**src/rtl/pixel_pkg.sv**
```systemverilog
// Shared types and helpers for the pixel-array frame sequencer.
// Used by pixel_frame_ctrl and pixel_ramp_counter.
package pixel_pkg;

    typedef enum logic [2:0] {
        IDLE,
        ERASE,
        EXPOSE,
        CONVERT,
        READ,
        DRAIN
    } state_t;

    localparam int unsigned DEF_ADC_BITS = 8;

    // Ramp conversion length in cycles for a given ADC resolution.
    function automatic int unsigned conv_len(input int unsigned bits);
        return 2 ** bits;
    endfunction

    // Width of a row index; never narrower than one bit.
    function automatic int unsigned row_w(input int unsigned rows);
        return (rows > 1) ? $clog2(rows) : 1;
    endfunction

endpackage

```
**src/rtl/pixel_ramp_counter.sv**
```systemverilog
// Ramp-ADC code generator: up-counter with enable, clear and
// terminal-count flag, spanning one full conversion.
module pixel_ramp_counter
    import pixel_pkg::*;
#(
    parameter int BITS = DEF_ADC_BITS
) (
    input  logic            clk,
    input  logic            reset,
    input  logic            i_en,
    input  logic            i_clr,
    output logic [BITS-1:0] o_code,
    output logic            o_tc
);

    localparam logic [BITS-1:0] CODE_LAST = BITS'(conv_len(BITS) - 1);

    logic [BITS-1:0] r_code;

    // Count one ramp step per enabled cycle; clear wins over enable.
    always_ff @(posedge clk) begin
        if (reset || i_clr) begin
            r_code <= '0;
        end else if (i_en) begin
            r_code <= r_code + BITS'(1);
        end
    end

    assign o_code = r_code;
    assign o_tc   = (r_code == CODE_LAST);

endmodule

```
**src/rtl/pixel_frame_ctrl.sv**
```systemverilog
// Frame sequencer: erase/expose/convert/read with row streaming.
// Optional macro PIXEL_TEST_PATTERN_EN adds a test_mode data source.
module pixel_frame_ctrl
    import pixel_pkg::*;
#(
    parameter int NUM_ROWS     = 2,
    parameter int NUM_COLS     = 2,
    parameter int ADC_BITS     = DEF_ADC_BITS,
    parameter int ERASE_CYCLES = 4,
    parameter int EXP_W        = 16
) (
    input  logic                         clk,
    input  logic                         reset,
    input  logic                         start,
    input  logic                         continuous,
    input  logic [EXP_W-1:0]             expose_cycles,
`ifdef PIXEL_TEST_PATTERN_EN
    input  logic                         test_mode,
`endif
    output logic                         erase,
    output logic                         ana_reset,
    output logic                         expose,
    output logic                         convert,
    output logic [ADC_BITS-1:0]          adc_code,
    output logic [NUM_ROWS-1:0]          read_row,
    input  logic [NUM_COLS*ADC_BITS-1:0] pix_data,
    output logic                         out_valid,
    input  logic                         out_ready,
    output logic [NUM_COLS*ADC_BITS-1:0] out_data,
    output logic [row_w(NUM_ROWS)-1:0]   out_row,
    output logic                         out_last,
    output logic                         busy
);

    localparam int RW = row_w(NUM_ROWS);
    localparam int DW = NUM_COLS * ADC_BITS;
    localparam int EW = $clog2(ERASE_CYCLES + 1);
    localparam int TW = (EXP_W > EW) ? EXP_W : EW;

    localparam logic [RW-1:0]       ROW_LAST   = RW'(NUM_ROWS - 1);
    localparam logic [TW-1:0]       ERASE_LAST = TW'(ERASE_CYCLES - 1);
    localparam logic [NUM_ROWS-1:0] ROW_ONE    = 1;

    state_t           r_state;
    state_t           w_state_nx;
    logic [TW-1:0]    r_timer;
    logic [TW-1:0]    w_timer_nx;
    logic [TW-1:0]    w_exp_last;
    logic [RW-1:0]    r_row;
    logic [RW-1:0]    w_row_nx;
    logic             r_settle;
    logic             w_settle_nx;
    logic [EXP_W-1:0] r_exp_len;
    logic [EXP_W-1:0] w_exp_in;
    logic             w_latch;
    logic             w_capture;
    logic             w_hs;
    logic             w_ramp_en;
    logic             w_ramp_clr;
    logic             w_ramp_tc;
    logic [DW-1:0]    w_cap_data;

    assign w_exp_in   = (expose_cycles == '0) ? EXP_W'(1) : expose_cycles;
    assign w_exp_last = TW'(r_exp_len - EXP_W'(1));
    assign w_ramp_en  = (r_state == CONVERT);
    assign w_ramp_clr = w_ramp_en && w_ramp_tc;

    pixel_ramp_counter #(
        .BITS (ADC_BITS)
    ) u_ramp (
        .clk    (clk),
        .reset  (reset),
        .i_en   (w_ramp_en),
        .i_clr  (w_ramp_clr),
        .o_code (adc_code),
        .o_tc   (w_ramp_tc)
    );

`ifdef PIXEL_TEST_PATTERN_EN
    logic r_test;

    // Row word source: synthetic index pattern or the array columns.
    always_comb begin
        w_cap_data = pix_data;
        if (r_test) begin
            for (int c = 0; c < NUM_COLS; c++) begin
                w_cap_data[c*ADC_BITS +: ADC_BITS] =
                    ADC_BITS'(int'(r_row) * NUM_COLS + c);
            end
        end
    end

    // Test mode is frozen for the whole frame at frame start.
    always_ff @(posedge clk) begin
        if (reset) begin
            r_test <= 1'b0;
        end else if (w_latch) begin
            r_test <= test_mode;
        end
    end
`else
    assign w_cap_data = pix_data;
`endif

    // Next-state, phase timer and row sequencing.
    always_comb begin
        w_state_nx  = r_state;
        w_timer_nx  = r_timer;
        w_row_nx    = r_row;
        w_settle_nx = 1'b0;
        w_latch     = 1'b0;
        w_capture   = 1'b0;
        w_hs        = 1'b0;
        unique case (r_state)
            IDLE: begin
                if (start) begin
                    w_state_nx = ERASE;
                    w_timer_nx = '0;
                    w_latch    = 1'b1;
                end
            end
            ERASE: begin
                if (r_timer == ERASE_LAST) begin
                    w_state_nx = EXPOSE;
                    w_timer_nx = '0;
                end else begin
                    w_timer_nx = r_timer + TW'(1);
                end
            end
            EXPOSE: begin
                if (r_timer == w_exp_last) begin
                    w_state_nx = CONVERT;
                    w_timer_nx = '0;
                end else begin
                    w_timer_nx = r_timer + TW'(1);
                end
            end
            CONVERT: begin
                if (w_ramp_tc) begin
                    w_state_nx = READ;
                    w_row_nx   = '0;
                end
            end
            READ: begin
                if (r_settle) begin
                    w_capture  = 1'b1;
                    w_state_nx = DRAIN;
                end else begin
                    w_settle_nx = 1'b1;
                end
            end
            DRAIN: begin
                if (out_valid && out_ready) begin
                    w_hs = 1'b1;
                    if (r_row != ROW_LAST) begin
                        w_row_nx   = r_row + RW'(1);
                        w_state_nx = READ;
                    end else if (continuous) begin
                        w_row_nx   = '0;
                        w_timer_nx = '0;
                        w_latch    = 1'b1;
                        w_state_nx = ERASE;
                    end else begin
                        w_row_nx   = '0;
                        w_state_nx = IDLE;
                    end
                end
            end
            default: begin
                w_state_nx = IDLE;
            end
        endcase
    end

    // State, counters and registered strobes/stream outputs.
    always_ff @(posedge clk) begin
        if (reset) begin
            r_state   <= IDLE;
            r_timer   <= '0;
            r_row     <= '0;
            r_settle  <= 1'b0;
            r_exp_len <= '0;
            erase     <= 1'b0;
            ana_reset <= 1'b0;
            expose    <= 1'b0;
            convert   <= 1'b0;
            read_row  <= '0;
            out_valid <= 1'b0;
            out_data  <= '0;
            out_row   <= '0;
            out_last  <= 1'b0;
            busy      <= 1'b0;
        end else begin
            r_state   <= w_state_nx;
            r_timer   <= w_timer_nx;
            r_row     <= w_row_nx;
            r_settle  <= w_settle_nx;
            erase     <= (w_state_nx == ERASE);
            ana_reset <= (w_state_nx == ERASE);
            expose    <= (w_state_nx == EXPOSE);
            convert   <= (w_state_nx == CONVERT);
            read_row  <= (w_state_nx == READ) ? (ROW_ONE << w_row_nx) : '0;
            busy      <= (w_state_nx != IDLE);
            if (w_latch) begin
                r_exp_len <= w_exp_in;
            end
            if (w_capture) begin
                out_data  <= w_cap_data;
                out_row   <= r_row;
                out_last  <= (r_row == ROW_LAST);
                out_valid <= 1'b1;
            end else if (w_hs) begin
                out_valid <= 1'b0;
            end
        end
    end

endmodule

```
**config.mk**
```make
export PLATFORM = sky130hd
export DESIGN_NAME = pixel_frame_ctrl
export DESIGN_NICKNAME = d
export VERILOG_FILES = /design/src/rtl/pixel_pkg.sv /design/src/rtl/pixel_ramp_counter.sv /design/src/rtl/pixel_frame_ctrl.sv
export SDC_FILE = /design/constraint.sdc
export NUM_CORES = 1
export LEC_CHECK = 0
export BUFFER_PORTS_ARGS = -buffer_cell sky130_fd_sc_hd__buf_2
export CAP_MARGIN = 10
export CELL_PAD_IN_SITES_DETAIL_PLACEMENT = 1
export CELL_PAD_IN_SITES_GLOBAL_PLACEMENT = 1
export CORE_UTILIZATION = 44
export CTS_CLUSTER_DIAMETER = 30
export DETAILED_ROUTE_END_ITERATION = 10
export GPL_ROUTABILITY_DRIVEN = 0
export HOLD_SLACK_MARGIN = 0.08
export PLACE_DENSITY_LB_ADDON = 0.1
export SYNTH_ARGS = -nofsm -noshare
export SYNTH_HDL_FRONTEND = slang
export SYNTH_SLANG_ARGS = --single-unit
```
**constraint.sdc**
```tcl
create_clock -name clk -period 5.43 [get_ports clk]
set_input_delay 0.8145 -clock clk [delete_from_list [all_inputs] [get_ports clk]]
set_output_delay 0.8145 -clock clk [all_outputs]
set_load 0.05 [all_outputs]
```
Word level (Yosys, flattened, before mapping)
Cells that the tools add are included.
W data, S select, Z words.

storage, ports and cells
  register bits after elaboration = 69
  input port bits = 37
  output and inout port bits = 34
  word-level logic and storage cells = 81

cells by class
  add/sub/neg operators = 4
  eq/ne operators = 16
  shifts and indexed selects = 1
  muxes and demuxes = 33
  bitwise gates (word level) = 2
  reductions and logical operators = 11

operator list
  operator                 number
  $mux W16                 7
  $pmux W16 S4             1
  $mux W3                  7
  $pmux W3 S6              1
  $add A16 B1 Y16 const B  1
  $eq A16 B16 Y1           1
  $eq A16 B2 Y1 const B    1
  $logic_not A16 Y1        1
  $sub A16 B1 Y16 const B  1
  $mux W1                  15
  $eq A3 B2 Y1 const B     4
  $eq A3 B3 Y1 const B     3
  $add A8 B1 Y8 const B    1
  $eq A8 B8 Y1 const B     1
  $ne A2 B2 Y1 const B     4
  $eq A3 B1 Y1 const B     2
  $reduce_and A5 Y1        1
  $pmux W1 S2              2
  $reduce_bool A4 Y1       1
  $reduce_or A2 Y1         2
  $logic_not A3 Y1         1
  $reduce_bool A3 Y1       1
  $logic_and A1 B1 Y1      2
  $not A1 Y1               2
  4 further kinds          4

Depth between registers and ports, before layout
  word-level depth = 7
  gate-level depth with buffers = 11
  gate-level depth less buffers = 9

By module
Synthesis repeated with hierarchy kept, for this count alone.

unflattened totals
  cells, all modules = 409
  area total of the unflattened synthesis = 3494.6 µm²

modules (own cells, without submodules)
  module              times used  cells an instance  area each (µm²)  sequential area each (µm²)
  pixel_frame_ctrl    1           369                3139.3           1221.2
  pixel_ramp_counter  1           40                 355.3            160.2

Worst setup path after synthesis
Ideal clock, no wire load.

  kind = flip-flop to flip-flop
  start point = register r_exp_len[0]
  end point = register r_timer[1]
  setup time = 0.128 ns
  data arrival time = 2.850 ns
  data required time = 5.302 ns
  slack = 2.453 ns
  cell stages (with the launch flop) = 12
  path buffers = 2
  clock period less this slack = 2.977 ns
  path through = dfxtp_1 > inv_1 > ha_1 > or4b_1 > buf_4 > o21a_1 > or4b_4 > a311oi_2 > o2111ai_4 > buf_6 > a32oi_1 > nor2_1

between the ends
  cells in the longest elaborated chain, start to end = 4

RTL lines
  element                 line                     text
  from (decl)             pixel_frame_ctrl.sv:53   logic [EXP_W-1:0] r_exp_len;
  from (signal assigned)  pixel_frame_ctrl.sv:205  r_exp_len <= w_exp_in;
  $sub A16 B1 Y16         pixel_frame_ctrl.sv:64   assign w_exp_last = TW'(r_exp_len - EXP_W'(1));
  $eq A16 B16 Y1          pixel_frame_ctrl.sv:131  if (r_timer == w_exp_last) begin
  $mux W16                pixel_frame_ctrl.sv:131
  $pmux W16 S4            pixel_frame_ctrl.sv:114  unique case (r_state)
  to (signal assigned)    pixel_frame_ctrl.sv:195  r_timer <= w_timer_nx;
  to (decl)               pixel_frame_ctrl.sv:46   logic [TW-1:0] r_timer;

Every way passes these cells.
A chain may end at the register's enable or synchronous reset.

Worst setup path after layout
  start point = register r_exp_len[0]
  end point = register read_row[0]

between the ends
  cells in the longest elaborated chain, start to end = 7

RTL lines
  element                            line                     text
  $sub A16 B1 Y16                    pixel_frame_ctrl.sv:64
  $eq A16 B16 Y1                     pixel_frame_ctrl.sv:131
  $mux W3                            pixel_frame_ctrl.sv:131
  $pmux W3 S6                        pixel_frame_ctrl.sv:114
  $eq A3 B3 Y1                       pixel_frame_ctrl.sv:202  read_row <= (w_state_nx == READ) ? (ROW_ONE << w_row_nx) : '0;
  $not A1 Y1 (no source line)        -
  $reduce_or A2 Y1 (no source line)  -
  to (signal assigned)               pixel_frame_ctrl.sv:202
  to (decl)                          pixel_frame_ctrl.sv:25   output logic [NUM_ROWS-1:0] read_row,

Every way passes these cells.

==> summary.txt <==
Run status
  • Status: finished, final reports clean

Critical path
  • CP max stage cell: or4b_1
  • Startpoint Class: flop
  • Buf+Inv Stages, Crit Path: 1
  • Delay-heaviest family, CP: compound AO/OA/AOI/OAI gates
  • Worst-path fanout max: 28
  • WS Path Type: reg -> reg
  • Reg2reg end: read_row[0]$_SDFF_PP0_
  • WP data arrival: 3.92 ns
  • Endpoint class of the critical path: flop
  • CP max stage delay: 0.65 ns
  • Launch point of the worst reg-to-reg path: r_exp_len[0]$_SDFFE_PP0P_
  • FF-to-FF path depth: 9
  • Reg2Reg Setup Slack: 1.75 ns
  • CP Cell Sequence: inv_1, ha_1, or4b_1, o21a_1, or4b_4, a311oi_2, o2111ai_4, o21a_4, and3b_1
  • Worst EP required: 5.67 ns

Global route
  • First-pass GRT wire length: 16700 um
  • Grt ovf: 0
  • Antenna violations before repair: 0
  • Vias in the first global route: 3479
  • Tot GR Track Use: 0.241
  • Pin count of the biggest net entering global routing: 58

Cells and area
  • Final net count: 535
  • Share of cells above drive strength 1: 0.202
  • Ant. Diodes: 0
  • P&R area growth vs syn: 17.4%
  • Post-route cell area: 4260 um2

Power and ir drop
  • Peak VDD IR: 0.000121 V
  • Leak: 1.69 nW
  • Power Density: 303 nW/um2

Min path
  • Worst hold path class: reg -> reg
  • Hold Path Depth: 2
  • Hold Crit Start: out_data[11]$_SDFFE_PP0P_
  • Hold worst-path end: out_data[11]$_SDFFE_PP0P_

STA
  • FMAX: 272 MHz
  • Crit path time final: 3.68 ns
  • Final period util: 0.677
  • Worst-Margin Slew: 1.04 ns
  • Setup tns final: 0 ns
  • Clock skew: 0.0158 ns
  • Finish-stage setup viols: 0
  • Final hold violation count: 0
  • Rel. slew slack: 0.301
  • Slew Limit Fails: 0
  • RSZ-0062 raised after global routing: no

Logic synthesis
  • Post-synthesis sequential area ratio: 0.381
  • Ys Warns: 0
  • Synth Cell Area: 3620 um2
  • Fraction of registers with async set/reset: 0
  • Syn_nets: 484
  • Top FF cell, synth: dfxtp_1
  • Post-Syn Instances: 444
  • Post-synth EDFFs: 0
  • Distinct cells, synth: 55
  • Avg Inst Size Synth: 8.16 um2
  • #FFs+latches synth: 69

Placed design
  • HPWL Detailed: 6910 um
  • Port Buffers: 70
  • Dpl cell area: 3980 um2

CTS
  • Reg clk slew, reported paths: 0.08 ns
  • CTS tree: built
  • CTS Hold Bufs: 0
  • H-tree levels: 3
  • Num CTS Buffers: 9
  • CTS root buf: clkbuf_8
  • Buffer depth of the longest clock path: 2
  • Sink Count: 69
  • Post-CTS sizing: 0
  • Setup bufs post-CTS: 0
  • Clk_lat worst skew: 0.36 ns

Detailed routing
  • Initial drt markers: 171
  • DRT antenna net count: 0
  • DR vias: 3433
  • Post-Route WL: 9980 um
  • First-pass iteration count of the detailed router: 4
  • Routed wire length per instance: 16.6 um
  • Vias per inst: 5.70
  • DR DRC count: 0

Floorplanning
  • Core outline area: 7850 um2
  • Initial Util: 0.462
  • Die W: 92.8 um
  • # IOs: 71
  • Site Rows: 32
  • Die ar.: 8610 um2
  • Die extent in y: 92.8 um

Run
  • MaxCap Viol Count: 0
-- metal layers --
metal | routed length (um) | up-vias | part of all wire | global-route usage
met5 | 0 | - | 0 | 0
met4 | 85 | 0 | 0.0085 | 0.0795
met3 | 212 | 7 | 0.021 | 0.0353
met2 | 5150 | 41 | 0.52 | 0.438
met1 | 4530 | 1683 | 0.45 | 0.288
li1 | - | 1702 | - | -
-- synthesized netlist by cell type (4+ instances only) --
cell | count | share of area
nand4_1 | 10 | 0.017
xnor2_1 | 17 | 0.041
nand2_1 | 67 | 0.069
a41oi_1 | 11 | 0.027
nor2_1 | 49 | 0.051
a31oi_1 | 12 | 0.021
mux2i_1 | 16 | 0.044
nor4_1 | 9 | 0.016
o21ai_0 | 7 | 0.0097
or4_1 | 6 | 0.012
a21oi_1 | 29 | 0.040
dfxtp_1 | 69 | 0.38
nor4b_1 | 4 | 0.0097
nand3_1 | 9 | 0.012
and3_1 | 8 | 0.014
nor3_1 | 19 | 0.026
xor2_1 | 10 | 0.024
clkbuf_1 | 25 | 0.026
inv_1 | 8 | 0.0083
-- where the power goes --
part	internal [mW]	switching (mW)	total, mW
registers	0.517	0.0197	0.537
clock network	0.379	0.213	0.591
logic	0.0651	0.0969	0.162
-- layout make-up --
type / count / area [um2]
multi-input combinational: 335 / 2070
inverter: 8 / 30.0
sequential: 69 / 1380
clock buffer: 11 / 151
fill: 965 / 3590
tap: 102 / 128
clock inverter: 5 / 129
timing repair buffer: 72 / 365
-- through the flow --
step	hold WS, ns	power (mW)	worst slack (ns)	utilization	std cells
2_1_floorplan	0.440	0.663	2.45	-	444
3_3_place_gp	0.439	0.703	1.94	0.507	586
3_5_place_dp	0.444	0.708	1.86	0.507	586
4_1_cts	0.456	1.30	1.78	0.542	602
5_1_grt	0.478	1.33	1.57	0.542	602
6_report	0.454	1.29	1.75	0.542	602
-- state kept, by name, summed over array words and instances, names as in the netlist --
| signal | count |
|---|---|
| ana_reset | 1 |
| busy | 1 |
| convert | 1 |
| expose | 1 |
| out_data | 16 |
| out_last | 1 |
| out_valid | 1 |
| r_exp_len | 16 |
| r_row | 1 |
| r_settle | 1 |
| r_state | 3 |
| r_timer | 16 |
| read_row | 2 |
| u_ramp.o_code | 8 |
-- cell families after synthesis --
kind of cell             share of synthesized area
XOR/XNOR                                    0.0652
adder cells (fa/ha/maj)                     0.0104
multiplexers                                0.0442
flip-flops                                   0.381
AND/OR/NAND/NOR                              0.277
AO/OA/AOI/OAI                                0.173
buffers and inverters                       0.0487
-- worst max-delay path by stage --
stage	start	endpoint	slack, ns	cells after the start
2_1_floorplan	r_exp_len[0]$_SDFFE_PP0P_	r_timer[1]$_SDFFE_PP0P_	2.45	11
3_3_place_gp	r_exp_len[0]$_SDFFE_PP0P_	read_row[0]$_SDFF_PP0_	1.94	9
3_5_place_dp	r_exp_len[0]$_SDFFE_PP0P_	read_row[0]$_SDFF_PP0_	1.86	9
4_1_cts	r_exp_len[0]$_SDFFE_PP0P_	read_row[0]$_SDFF_PP0_	1.78	9
5_1_grt	r_exp_len[0]$_SDFFE_PP0P_	read_row[0]$_SDFF_PP0_	1.57	9
6_report	r_exp_len[0]$_SDFFE_PP0P_	read_row[0]$_SDFF_PP0_	1.75	9
-- worst min-delay path, cell delays in order, from the launching register on --
cell and delay, ns:
dfxtp_1 0.31, nand2_1 0.05, a21oi_1 0.05
-- cells in the final DEF (no fill, tap or decap), drive strengths merged, types with 4 or more instances in the layout --
cell,count
xnor2,17
a21oi,29
nand4,10
nor4,10
nand3,9
a31oi,12
o21ai,7
dfxtp,69
buf,72
clkbuf,11
or4,6
nor2,49
nand2,67
nor4b,4
nor3,19
bufinv,4
xor2,10
a41oi,14
inv,9
and3,8
mux2i,16
Power figures use the tool's default switching activity.
